**src/rtl/spi_image_pkg.sv**
```systemverilog
// -----------------------------------------------------------------------------
// spi_image_pkg
// Shared definitions for the SPI image slave: command byte values, the status
// byte returned while the slave or core is busy, and the command FSM state type.
// Optional feature macro: SPI_COST_CMD_EN (adds the LABEL state / cost command).
// -----------------------------------------------------------------------------
package spi_image_pkg;

   localparam logic [7:0] CMD_LOAD    = 8'h00;
   localparam logic [7:0] CMD_START   = 8'hFF;
   localparam logic [7:0] CMD_COST    = 8'h01;
   localparam logic [7:0] STATUS_BUSY = 8'hFF;
   localparam logic [7:0] STATUS_NONE = 8'h00;

   typedef enum logic [1:0] {
      IDLE,
      LOAD,
      UNPACK
`ifdef SPI_COST_CMD_EN
      ,
      LABEL
`endif
   } state_t;

endpackage

```
**src/rtl/spi_pin_sync.sv**
```systemverilog
// -----------------------------------------------------------------------------
// spi_pin_sync
// Two-flop synchronisers for SCK, SS and MOSI followed by an edge-detect
// register, giving level outputs and single-cycle edge strobes in clk domain.
// Ports:
//   clk, n_rst           system clock, asynchronous active-low reset
//   sck, ss, mosi        raw SPI pins
//   ss_s, mosi_s         synchronised levels
//   sck_rise, sck_fall   SCK edge strobes
//   ss_rise, ss_fall     SS edge strobes
// -----------------------------------------------------------------------------
module spi_pin_sync (
   input  logic clk,
   input  logic n_rst,
   input  logic sck,
   input  logic ss,
   input  logic mosi,
   output logic ss_s,
   output logic mosi_s,
   output logic sck_rise,
   output logic sck_fall,
   output logic ss_rise,
   output logic ss_fall
);

   // Bit order {mosi, ss, sck}; SS resets to its idle-high level so that
   // leaving reset with the pin high produces no spurious frame start.
   localparam logic [2:0] IDLE_LEVEL = 3'b010;

   wire [2:0] pin_raw;
   wire [2:0] pin_sync;
   wire [2:0] pin_prev;

   assign pin_raw = {mosi, ss, sck};

   genvar gi;
   generate
      for (gi = 0; gi < 3; gi++) begin : g_sync
         logic meta_reg;
         logic sync_reg;
         logic prev_reg;

         always_ff @(posedge clk or negedge n_rst) begin
            if (!n_rst) begin
               meta_reg <= IDLE_LEVEL[gi];
               sync_reg <= IDLE_LEVEL[gi];
               prev_reg <= IDLE_LEVEL[gi];
            end else begin
               meta_reg <= pin_raw[gi];
               sync_reg <= meta_reg;
               prev_reg <= sync_reg;
            end
         end

         assign pin_sync[gi] = sync_reg;
         assign pin_prev[gi] = prev_reg;
      end
   endgenerate

   assign sck_rise = pin_sync[0] & ~pin_prev[0];
   assign sck_fall = ~pin_sync[0] & pin_prev[0];
   assign ss_rise  = pin_sync[1] & ~pin_prev[1];
   assign ss_fall  = ~pin_sync[1] & pin_prev[1];
   assign ss_s     = pin_sync[1];
   assign mosi_s   = pin_sync[2];

   // MOSI only needs its level; its delayed copy has no consumer.
   wire unused_mosi_prev = pin_prev[2];

endmodule

```
**src/rtl/spi_image_slave.sv**
```systemverilog
// -----------------------------------------------------------------------------
// spi_image_slave
// SPI slave front-end for the digit recogniser. Receives command bytes and
// packed pixel images (LSB first), unpacks each image byte into PPB one-pixel
// writes, starts classification and returns a status/result byte on MISO.
// Optional feature macro: SPI_COST_CMD_EN (cost request via command 0x01).
// Ports:
//   clk, n_rst              system clock, asynchronous active-low reset
//   SCK, SS, MOSI, MISO     SPI pins (mode 0, LSB first)
//   pix_we/pix_addr/pix_data  image buffer write port
//   start                   one-cycle classification start pulse
//   busy, result_valid, result  core status and digit result
//   cost_req, cost_label    cost request pulse and its label
//   cost_valid, cost        cost value returned by the core
// -----------------------------------------------------------------------------
module spi_image_slave
   import spi_image_pkg::*;
#(
   parameter int PIXEL_W    = 4,
   parameter int NUM_PIXELS = 144,
   parameter int AW         = $clog2(NUM_PIXELS)
) (
   input  logic               clk,
   input  logic               n_rst,
   input  logic               SCK,
   input  logic               SS,
   input  logic               MOSI,
   output logic               MISO,
   output logic               pix_we,
   output logic [AW-1:0]      pix_addr,
   output logic [PIXEL_W-1:0] pix_data,
   output logic               start,
   input  logic               busy,
   input  logic               result_valid,
   input  logic [7:0]         result,
   output logic               cost_req,
   output logic [7:0]         cost_label,
   input  logic               cost_valid,
   input  logic [7:0]         cost
);

   localparam int PPB   = 8 / PIXEL_W;
   localparam int SUB_W = (PPB > 1) ? $clog2(PPB) : 1;
   localparam logic [SUB_W-1:0] LAST_SUB = SUB_W'(PPB - 1);
   localparam logic [AW-1:0]    LAST_IDX = AW'(NUM_PIXELS - 1);

   // ---------------------------------------------------------------- pins
   logic ss_s, mosi_s, sck_rise, sck_fall, ss_rise, ss_fall;

   spi_pin_sync u_sync (
      .clk      (clk),
      .n_rst    (n_rst),
      .sck      (SCK),
      .ss       (SS),
      .mosi     (MOSI),
      .ss_s     (ss_s),
      .mosi_s   (mosi_s),
      .sck_rise (sck_rise),
      .sck_fall (sck_fall),
      .ss_rise  (ss_rise),
      .ss_fall  (ss_fall)
   );

   // ---------------------------------------------------------------- state
   state_t             state_reg, state_next;
   logic [2:0]         bit_cnt_reg;
   logic [7:0]         rx_reg;
   logic [7:0]         byte_reg;
   logic               byte_valid_reg;
   logic [7:0]         tx_reg;
   logic [7:0]         status;

   logic [7:0]         hold_reg, hold_next;
   logic [SUB_W-1:0]   sub_reg, sub_next;
   logic [AW-1:0]      pix_idx_reg, pix_idx_next;
   logic               image_ok_reg, image_ok_next;
   logic               pix_we_reg, pix_we_next;
   logic [AW-1:0]      pix_addr_reg, pix_addr_next;
   logic [PIXEL_W-1:0] pix_data_reg, pix_data_next;
   logic               start_reg, start_next;
   logic [1:0]         pend_reg, pend_next;
   logic               res_valid_reg, res_valid_next;
   logic [7:0]         res_reg, res_next;
   logic               rvd_reg;
`ifdef SPI_COST_CMD_EN
   logic               armed_reg, armed_next;
   logic               cost_req_reg, cost_req_next;
   logic [7:0]         cost_label_reg, cost_label_next;
`endif

   // ---------------------------------------------------------------- status
   // Later assignments take priority: armed cost read, then busy, then result.
   always_comb begin
      status = STATUS_NONE;
      if (res_valid_reg)
         status = res_reg;
      if (state_reg == LOAD || state_reg == UNPACK || busy || pend_reg != 2'd0)
         status = STATUS_BUSY;
`ifdef SPI_COST_CMD_EN
      if (armed_reg)
         status = cost_valid ? cost : STATUS_BUSY;
`endif
   end

   // ---------------------------------------------------------------- framing
   always_ff @(posedge clk or negedge n_rst) begin
      if (!n_rst) begin
         bit_cnt_reg    <= 3'd0;
         rx_reg         <= 8'h00;
         byte_reg       <= 8'h00;
         byte_valid_reg <= 1'b0;
         tx_reg         <= 8'h00;
      end else begin
         byte_valid_reg <= 1'b0;
         if (ss_fall) begin
            bit_cnt_reg <= 3'd0;
            tx_reg      <= status;
         end else if (ss_rise) begin
            // A partial byte at frame end is simply dropped.
            bit_cnt_reg <= 3'd0;
         end else if (!ss_s) begin
            if (sck_rise) begin
               rx_reg      <= {mosi_s, rx_reg[7:1]};
               bit_cnt_reg <= bit_cnt_reg + 3'd1;
               if (bit_cnt_reg == 3'd7) begin
                  byte_valid_reg <= 1'b1;
                  byte_reg       <= {mosi_s, rx_reg[7:1]};
               end
            end
            // Reload and shift never coincide: a falling edge is at least
            // four clk cycles after the rising edge that completed the byte.
            if (byte_valid_reg)
               tx_reg <= status;
            else if (sck_fall)
               tx_reg <= {1'b0, tx_reg[7:1]};
         end
      end
   end

   assign MISO = tx_reg[0] & ~ss_s;

   // ---------------------------------------------------------------- FSM regs
   always_ff @(posedge clk or negedge n_rst) begin
      if (!n_rst) begin
         state_reg      <= IDLE;
         hold_reg       <= 8'h00;
         sub_reg        <= '0;
         pix_idx_reg    <= '0;
         image_ok_reg   <= 1'b0;
         pix_we_reg     <= 1'b0;
         pix_addr_reg   <= '0;
         pix_data_reg   <= '0;
         start_reg      <= 1'b0;
         pend_reg       <= 2'd0;
         res_valid_reg  <= 1'b0;
         res_reg        <= 8'h00;
         rvd_reg        <= 1'b0;
`ifdef SPI_COST_CMD_EN
         armed_reg      <= 1'b0;
         cost_req_reg   <= 1'b0;
         cost_label_reg <= 8'h00;
`endif
      end else begin
         state_reg      <= state_next;
         hold_reg       <= hold_next;
         sub_reg        <= sub_next;
         pix_idx_reg    <= pix_idx_next;
         image_ok_reg   <= image_ok_next;
         pix_we_reg     <= pix_we_next;
         pix_addr_reg   <= pix_addr_next;
         pix_data_reg   <= pix_data_next;
         start_reg      <= start_next;
         pend_reg       <= pend_next;
         res_valid_reg  <= res_valid_next;
         res_reg        <= res_next;
         rvd_reg        <= result_valid;
`ifdef SPI_COST_CMD_EN
         armed_reg      <= armed_next;
         cost_req_reg   <= cost_req_next;
         cost_label_reg <= cost_label_next;
`endif
      end
   end

   // ---------------------------------------------------------------- FSM comb
   always_comb begin
      state_next      = state_reg;
      hold_next       = hold_reg;
      sub_next        = sub_reg;
      pix_idx_next    = pix_idx_reg;
      image_ok_next   = image_ok_reg;
      pix_we_next     = 1'b0;
      pix_addr_next   = pix_addr_reg;
      pix_data_next   = pix_data_reg;
      start_next      = 1'b0;
      pend_next       = pend_reg;
      res_valid_next  = res_valid_reg;
      res_next        = res_reg;
`ifdef SPI_COST_CMD_EN
      armed_next      = armed_reg;
      cost_req_next   = 1'b0;
      cost_label_next = cost_label_reg;
`endif

      // A start stays pending until the core reports busy, with a short
      // timeout so a core that never responds cannot lock the status.
      if (busy)
         pend_next = 2'd0;
      else if (pend_reg != 2'd0)
         pend_next = pend_reg - 2'd1;

      // Capture on the rising edge of result_valid, and follow the value
      // while held; a load command clears it and it stays clear until the
      // next fresh result.
      if (result_valid && (!rvd_reg || res_valid_reg)) begin
         res_valid_next = 1'b1;
         res_next       = result;
      end

      case (state_reg)
         IDLE: begin
            if (byte_valid_reg) begin
               if (byte_reg == CMD_LOAD) begin
                  state_next     = LOAD;
                  pix_idx_next   = '0;
                  image_ok_next  = 1'b0;
                  res_valid_next = 1'b0;
`ifdef SPI_COST_CMD_EN
                  armed_next     = 1'b0;
`endif
               end else if (byte_reg == CMD_START) begin
`ifdef SPI_COST_CMD_EN
                  armed_next = 1'b0;
`endif
                  if (image_ok_reg && !busy && pend_reg == 2'd0) begin
                     start_next = 1'b1;
                     pend_next  = 2'd3;
                  end
               end
`ifdef SPI_COST_CMD_EN
               else if (byte_reg == CMD_COST) begin
                  state_next = LABEL;
               end
`endif
            end
         end

         LOAD: begin
            if (byte_valid_reg) begin
               hold_next  = byte_reg;
               sub_next   = '0;
               state_next = UNPACK;
            end
         end

         UNPACK: begin
            // Low-order pixel first: emit the bottom field, then shift down.
            pix_we_next   = 1'b1;
            pix_addr_next = pix_idx_reg;
            pix_data_next = hold_reg[PIXEL_W-1:0];
            hold_next     = hold_reg >> PIXEL_W;
            pix_idx_next  = pix_idx_reg + AW'(1);
            sub_next      = sub_reg + SUB_W'(1);
            if (sub_reg == LAST_SUB) begin
               if (pix_idx_reg == LAST_IDX) begin
                  image_ok_next = 1'b1;
                  state_next    = IDLE;
               end else begin
                  state_next = LOAD;
               end
            end
         end

`ifdef SPI_COST_CMD_EN
         LABEL: begin
            if (byte_valid_reg) begin
               cost_label_next = byte_reg;
               cost_req_next   = 1'b1;
               armed_next      = 1'b1;
               state_next      = IDLE;
            end
         end
`endif

         default: state_next = IDLE;
      endcase
   end

   // ---------------------------------------------------------------- outputs
   assign pix_we   = pix_we_reg;
   assign pix_addr = pix_addr_reg;
   assign pix_data = pix_data_reg;
   assign start    = start_reg;

`ifdef SPI_COST_CMD_EN
   assign cost_req   = cost_req_reg;
   assign cost_label = cost_label_reg;
`else
   assign cost_req   = 1'b0;
   assign cost_label = 8'h00;
   wire unused_cost = ^{cost_valid, cost};
`endif

endmodule

```
**config.mk**
```make
export PLATFORM = sky130hd
export DESIGN_NAME = spi_image_slave
export DESIGN_NICKNAME = d
export VERILOG_FILES = /design/src/rtl/spi_image_pkg.sv /design/src/rtl/spi_pin_sync.sv /design/src/rtl/spi_image_slave.sv
export SDC_FILE = /design/constraint.sdc
export NUM_CORES = 1
export LEC_CHECK = 0
export ABC_AREA = 1
export BUFFER_PORTS_ARGS = -buffer_cell sky130_fd_sc_hd__buf_4
export CAP_MARGIN = 10
export CORE_UTILIZATION = 33
export CTS_CLUSTER_SIZE = 30
export DETAILED_ROUTE_END_ITERATION = 7
export SYNTH_ARGS = -nofsm -noshare
export SYNTH_HDL_FRONTEND = slang
export SYNTH_HIERARCHICAL = 1
export SYNTH_SLANG_ARGS = --single-unit
export TNS_END_PERCENT = 10
```
**constraint.sdc**
```tcl
create_clock -name clk -period 1.4 [get_ports clk]
set_input_delay 0.28 -clock clk [delete_from_list [all_inputs] [get_ports clk]]
set_output_delay 0.28 -clock clk [all_outputs]
set_load 0.01 [all_outputs]
```
## Word level (Yosys, flattened, before mapping)

Index checks and enable logic that the tools add are counted.

| word-level totals | value |
|---|---|
| flip-flop bits (word level) | 82 |
| bits in latches | 0 |
| memory bits (writable) | 0 |
| memory bits (read-only) | 0 |
| input port bits | 24 |
| output and inout bits | 24 |
| logic and storage cells | 130 |
| memories kept | 0 |

| operators by class | value |
|---|---|
| add/subtract/negate cells | 4 |
| $mul | 0 |
| divide/modulo/power cells | 0 |
| order comparisons | 0 |
| equal/unequal tests | 13 |
| shifts and indexed selects | 0 |
| muxes and demuxes | 51 |
| bitwise gates (word level) | 11 |
| reductions and logical operators | 25 |

Operators by type and width:

| operator | number |
|---|---|
| $mux 8 | 10 |
| $pmux 8 s2 | 2 |
| $mux 2 | 11 |
| $mux 1 | 21 |
| $eq 8x8->1 const B | 2 |
| $mux 3 | 4 |
| $ne 2x2->1 const B | 5 |
| $reduce_and 5->1 | 2 |
| $add 8x1->8 const B | 1 |
| $logic_not 8->1 | 1 |
| $reduce_and 4->1 | 2 |
| $not 1->1 | 6 |
| $pmux 2 s3 | 1 |
| $reduce_and 3->1 | 2 |
| $reduce_bool 2->1 | 3 |
| $reduce_bool 3->1 | 2 |
| $and 1x1->1 | 5 |
| $logic_not 2->1 | 2 |
| $logic_or 1x1->1 | 4 |
| $ne 2x1->1 const B | 2 |
| $pmux 1 s2 | 2 |
| $reduce_and 2->1 | 2 |
| $add 3x1->3 const B | 1 |
| $eq 3x3->1 const B | 1 |
| other kinds (7) | 10 |

## Longest topological paths before layout

| logic depth | value |
|---|---|
| word-level depth | 9 |
| gate-level depth with buffers | 9 |
| gate-level depth less buffers | 9 |

## Cells and area by module

Netlist, hierarchy kept.

Modules (own cells, without submodules):

| module | instances | cells each | area each (um^2) | sequential area each (um^2) |
|---|---|---|---|---|
| spi_image_slave | 1 | 373 | 3,400.8 | 1,826.8 |
| spi_pin_sync | 1 | 16 | 234.0 | 203.9 |

## Least setup slack after synthesis

No wires, ideal clock.

| path | value |
|---|---|
| kind | reg-to-reg |
| start point | register u_sync.g_sync[1].sync_reg, in the netlist u_sync/ss_s |
| end point | register bit_cnt_reg[0] |
| library setup time | 0.131 ns |
| arrival time | 1.389 ns |
| data required time | 1.269 ns |
| setup slack | -0.120 ns |
| cell stages (with the launch flop) | 7 |
| buffers on the path | 1 |
| period minus slack after synthesis | 1.520 ns |
| cells stage by stage | dfstp_2 -> inv_1 -> nor2_1 -> nor2_4 -> nand3_2 -> clkbuf_1 -> o21ai_0 |

| on the way | value |
|---|---|
| elaborated cells on any way between the ends | 8 |
| those cells by class | 1 x eq/ne; 2 x mux; 3 x bitwise; 2 x reduce/logical |

RTL lines:

| element | RTL line | text |
|---|---|---|
| from (decl) | spi_pin_sync.sv:40 | `logic sync_reg;` |
| from (signal assigned) | spi_pin_sync.sv:46 | `sync_reg <= IDLE_LEVEL[gi];` |
| from (signal assigned) | spi_pin_sync.sv:50 | `sync_reg <= meta_reg;` |
| $and 1x1->1 * | spi_pin_sync.sv:62 | `assign ss_rise = pin_sync[1] & ~pin_prev[1];` |
| named net ss_rise | spi_image_slave.sv:48 | `logic ss_s, mosi_s, sck_rise, sck_fall, ss_rise, ss_fall;` |
| $ne 3x3->1 (no line), or another cell as far along | -- |  |
| $reduce_and 2->1 (no line) / $mux 3 (equally long branches) | -- |  |
| to (signal assigned) | spi_image_slave.sv:124 | `bit_cnt_reg <= bit_cnt_reg + 3'd1;` |
| to (decl) | spi_image_slave.sv:66 | `logic [2:0] bit_cnt_reg;` |

Mark *: on every way through the listed nets, which the timed path passes. The rest lies on a longest branch.
A chain may end at the register's enable or synchronous reset.

## Worst setup path after layout

| path | value |
|---|---|
| start point | register u_sync.g_sync[1].sync_reg, in the netlist u_sync/ss_s |
| end point | register tx_reg[4] |

| on the way | value |
|---|---|
| longest elaborated chain between the ends | 4 |
| elaborated cells on any way between the ends | 8 |
| those cells by class | 2 x eq/ne; 1 x mux; 3 x bitwise; 2 x reduce/logical |

RTL lines:

| element | RTL line | text |
|---|---|---|
| $not 1->1 (no line) * | -- |  |
| $and 1x1->1 * | spi_pin_sync.sv:63 | `assign ss_fall = ~pin_sync[1] & pin_prev[1];` |
| named net ss_fall | spi_image_slave.sv:48 |  |
| $ne 2x2->1 (no line), or another cell as far along | -- |  |
| $reduce_and 3->1 (no line) | -- |  |
| to (signal assigned) | spi_image_slave.sv:117 | `tx_reg <= status;` |
| to (signal assigned) | spi_image_slave.sv:133 | `tx_reg <= status;` |
| to (signal assigned) | spi_image_slave.sv:135 | `tx_reg <= {1'b0, tx_reg[7:1]};` |
| to (decl) | spi_image_slave.sv:70 | `logic [7:0] tx_reg;` |

Marked as above.

==> results.yml <==
cells_and_area:
  final_nets: 498
  drive_gt1_share_pct: 31.9
  fin_area_um2: 4750
  layout_commonest_cell: "dfrtp_1"
  synthToLayoutAreaGrowth_pct: 30.6
  layout_common_cells: "dfrtp_1 (77), nand2_1 (76), buf_4 (62)"
  antennaDiodeCount: 0
detailed_routing:
  initialDrtViolationCount: 87
  vias: 2751
  wl_per_cell_um: 11.8
  routed_wl_um: 7120
  ant_nets: 0
  vias_per_cell: 4.54
  drcViolationCount: 0
  firstDrtPassIters: 4
grt:
  grt_pass1_vias: 2644
  antenna_found_initial: 0
  globalRouteOverflowTotal: 0
  track_usage_pct: 13.2
  grt_max_degree: 36
  grt_pass1_wl_um: 11900
place:
  port_buffers: 29
  gp_congestion: 0.743
  hpwlAfterDp_um: 4860
  place_area_um2: 4230
setup_path:
  slowest_delay_ns: 0.59
  worst_setup_path_end_kind: "flop"
  crit_end: "tx_reg[4]$_DFFE_PN0P_"
  r2r_start: "u_sync/ss_s$_DFF_PN1_"
  cpMaxStageDelayCell: "dfstp_2"
  arrival_ns: 1.73
  r2r_end: "tx_reg[4]$_DFFE_PN0P_"
  cp_cell_sequence: "nor2_4 -> nor2_1 -> inv_1 -> buf_12 -> buf_6 -> buf_6 -> o211ai_2 -> o21ai_2"
  required_ns: 1.64
  cp_max_fo: 7
  path_class: "reg2reg"
  path_delay_family: "flip-flops"
  crit_cells: 8
  start_kind: "flop"
  crit_start: "u_sync/ss_s$_DFF_PN1_"
  cpMostUsedCell: "buf_6"
  cp_num_buf_inv: 4
  reg2reg_slack_ns: -0.09
  worst-r2r-cell-count: 8
die:
  initial_core_util_pct: 34.6
  die_area_um2: 11400
  core_area_um2: 10500
  pin_count: 48
  rows: 37
  die_h_um: 107
  die_x_um: 107
yosys:
  synthesis.area_um2: 3630
  synth_warnings: 6
  syn_area_per_cell_um2: 9.34
  ys_seq_area_share_pct: 55.9
  synth.distinct_cells: 35
  ys_ff_latch: 81
  syn-instance-count: 389
pwr:
  power.density_nw_per_um2: 1510
  ir_drop_uv: 498
  power_leakage_nw: 2.30
timing:
  fin_crit_ns: 1.49
  fin_crit_sh_pct: 106
  setup_viol_count_final: 14
  skew_ns: 0.00840
  finalHoldViolCount: 0
  fmax_mhz: 673
  rsz0062_at_grt: "true"
  holdWs_ns: 0.0272
  fin_ws_ns: -0.0868
  slew_viol_final: 0
flow_run:
  cap_violations: 0
clock_network:
  clock_sinks: 81
  cts_tree: "built"
  path_clk_slew_ns: 0.08
  cts-root-buf: "clkbuf_8"
  insertion_delay_ns: 0.35
  clockBufferDepth: 2
  cts_buffers: 9
  h-tree-depth: 3
outcome:
  violations: "negative setup slack"
  status: "complete, but fails checks"
hold_path:
  hp-class: "in2reg"
-- final cells by class --
cell class / count / area, µm²
clock buffer: 10 / 138
clock inverter: 5 / 80.1
fill: 1003 / 5760
inverter: 52 / 200
multi-input combinational: 245 / 1450
sequential: 81 / 2030
tap: 136 / 170
timing repair buffer: 77 / 673
-- repair_timing --
action	in CTS	in global routing
setup buffers	2	8
pin swaps	3	6
cloned	0	1
resized for setup	17	44
endpoints found under the hold margin	25	0
hold buffers	1	0
setup endpoints to repair	30	53
-- Yosys cell counts, drive strengths merged --
master	n	share of area [%]
buf	14	3.1
clkbuf	5	0.52
nor3	1	0.14
ha	8	2.8
nor2	28	3.2
a21oi	12	1.8
xor2	2	0.48
o31ai	1	0.59
o21ai	48	6.8
nand3	23	3.4
dfrtp	78	54
nand3b	2	0.41
conb	1	0.10
inv	52	5.4
nand2	83	8.9
or2	2	0.34
o22ai	1	0.34
dfstp	3	2.2
o211ai	8	1.8
a21boi	1	0.21
a31oi	3	0.52
nand4	5	0.86
mux2	8	2.5
-- metrics by stage --
step	TNS, ns	util (%)	worst slack [ns]	std cells	power (mW)
final	-0.725	45.2	-0.0868	606	7.19
after global routing	-3.49	45.2	-0.197	606	7.69
after CTS	-0.567	43.3	-0.0750	597	7.08
after detailed placement	-1.97	40.3	-0.255	579	4.97
after global placement	-1.04	40.3	-0.119	579	4.89
after floorplan	-0.304	-	-0.0319	397	4.16
-- metal layers --
metal / vias up / wire [µm] / track usage [%]
li1: 1393 / - / -
met5: - / 0 / 0
met3: 6 / 180 / 3.28
met2: 33 / 3520 / 21.4
met1: 1319 / 3330 / 16.8
met4: 0 / 87 / 5.87
-- logic make-up after synthesis --
| group | count (synthesis) | share of synthesized area [%] |
|---|---|---|
| buf+inv | 71 | 9.02 |
| compound gates | 74 | 12.0 |
| mux | 8 | 2.48 |
| simple gates | 144 | 17.3 |
| flops | 81 | 55.9 |
| fa+ha+maj | 8 | 2.75 |
| xor+xnor | 2 | 0.482 |
| other cells | 1 | 0.103 |
-- how the worst min path moves through the flow --
stage | startpoint | end | slack, ns | cells past startpoint
floorplan | n_rst | bit_cnt_reg[0]$_DFFE_PN0P_ | -0.02 | 0
global placement | n_rst | pix_addr[2]$_DFFE_PN0N_ | 0.27 | 1
detailed placement | n_rst | pix_addr[2]$_DFFE_PN0N_ | 0.27 | 1
CTS | MOSI | u_sync/g_sync[2].meta_reg$_DFF_PN0_ | 0.003 | 1
global route | MOSI | u_sync/g_sync[2].meta_reg$_DFF_PN0_ | 0.001 | 1
finish | MOSI | u_sync/g_sync[2].meta_reg$_DFF_PN0_ | 0.03 | 1
-- power breakdown --
part / leakage (nW) / internal [mW] / switching (mW)
Combinational: 1.15 / 1.07 / 1.36
Clock: 0.104 / 1.04 / 0.821
Sequential: 1.05 / 2.69 / 0.204
Total: 2.30 / 4.80 / 2.38
-- worst register-to-register path, stage by stage (launching register included) --
cell      delay (ns)
dfstp_2         0.59
nor2_4          0.04
nor2_1          0.09
inv_1           0.08
buf_12          0.14
buf_6           0.11
buf_6           0.10
o211ai_2        0.16
o21ai_2         0.07
Power figures use the tool's default switching activity.
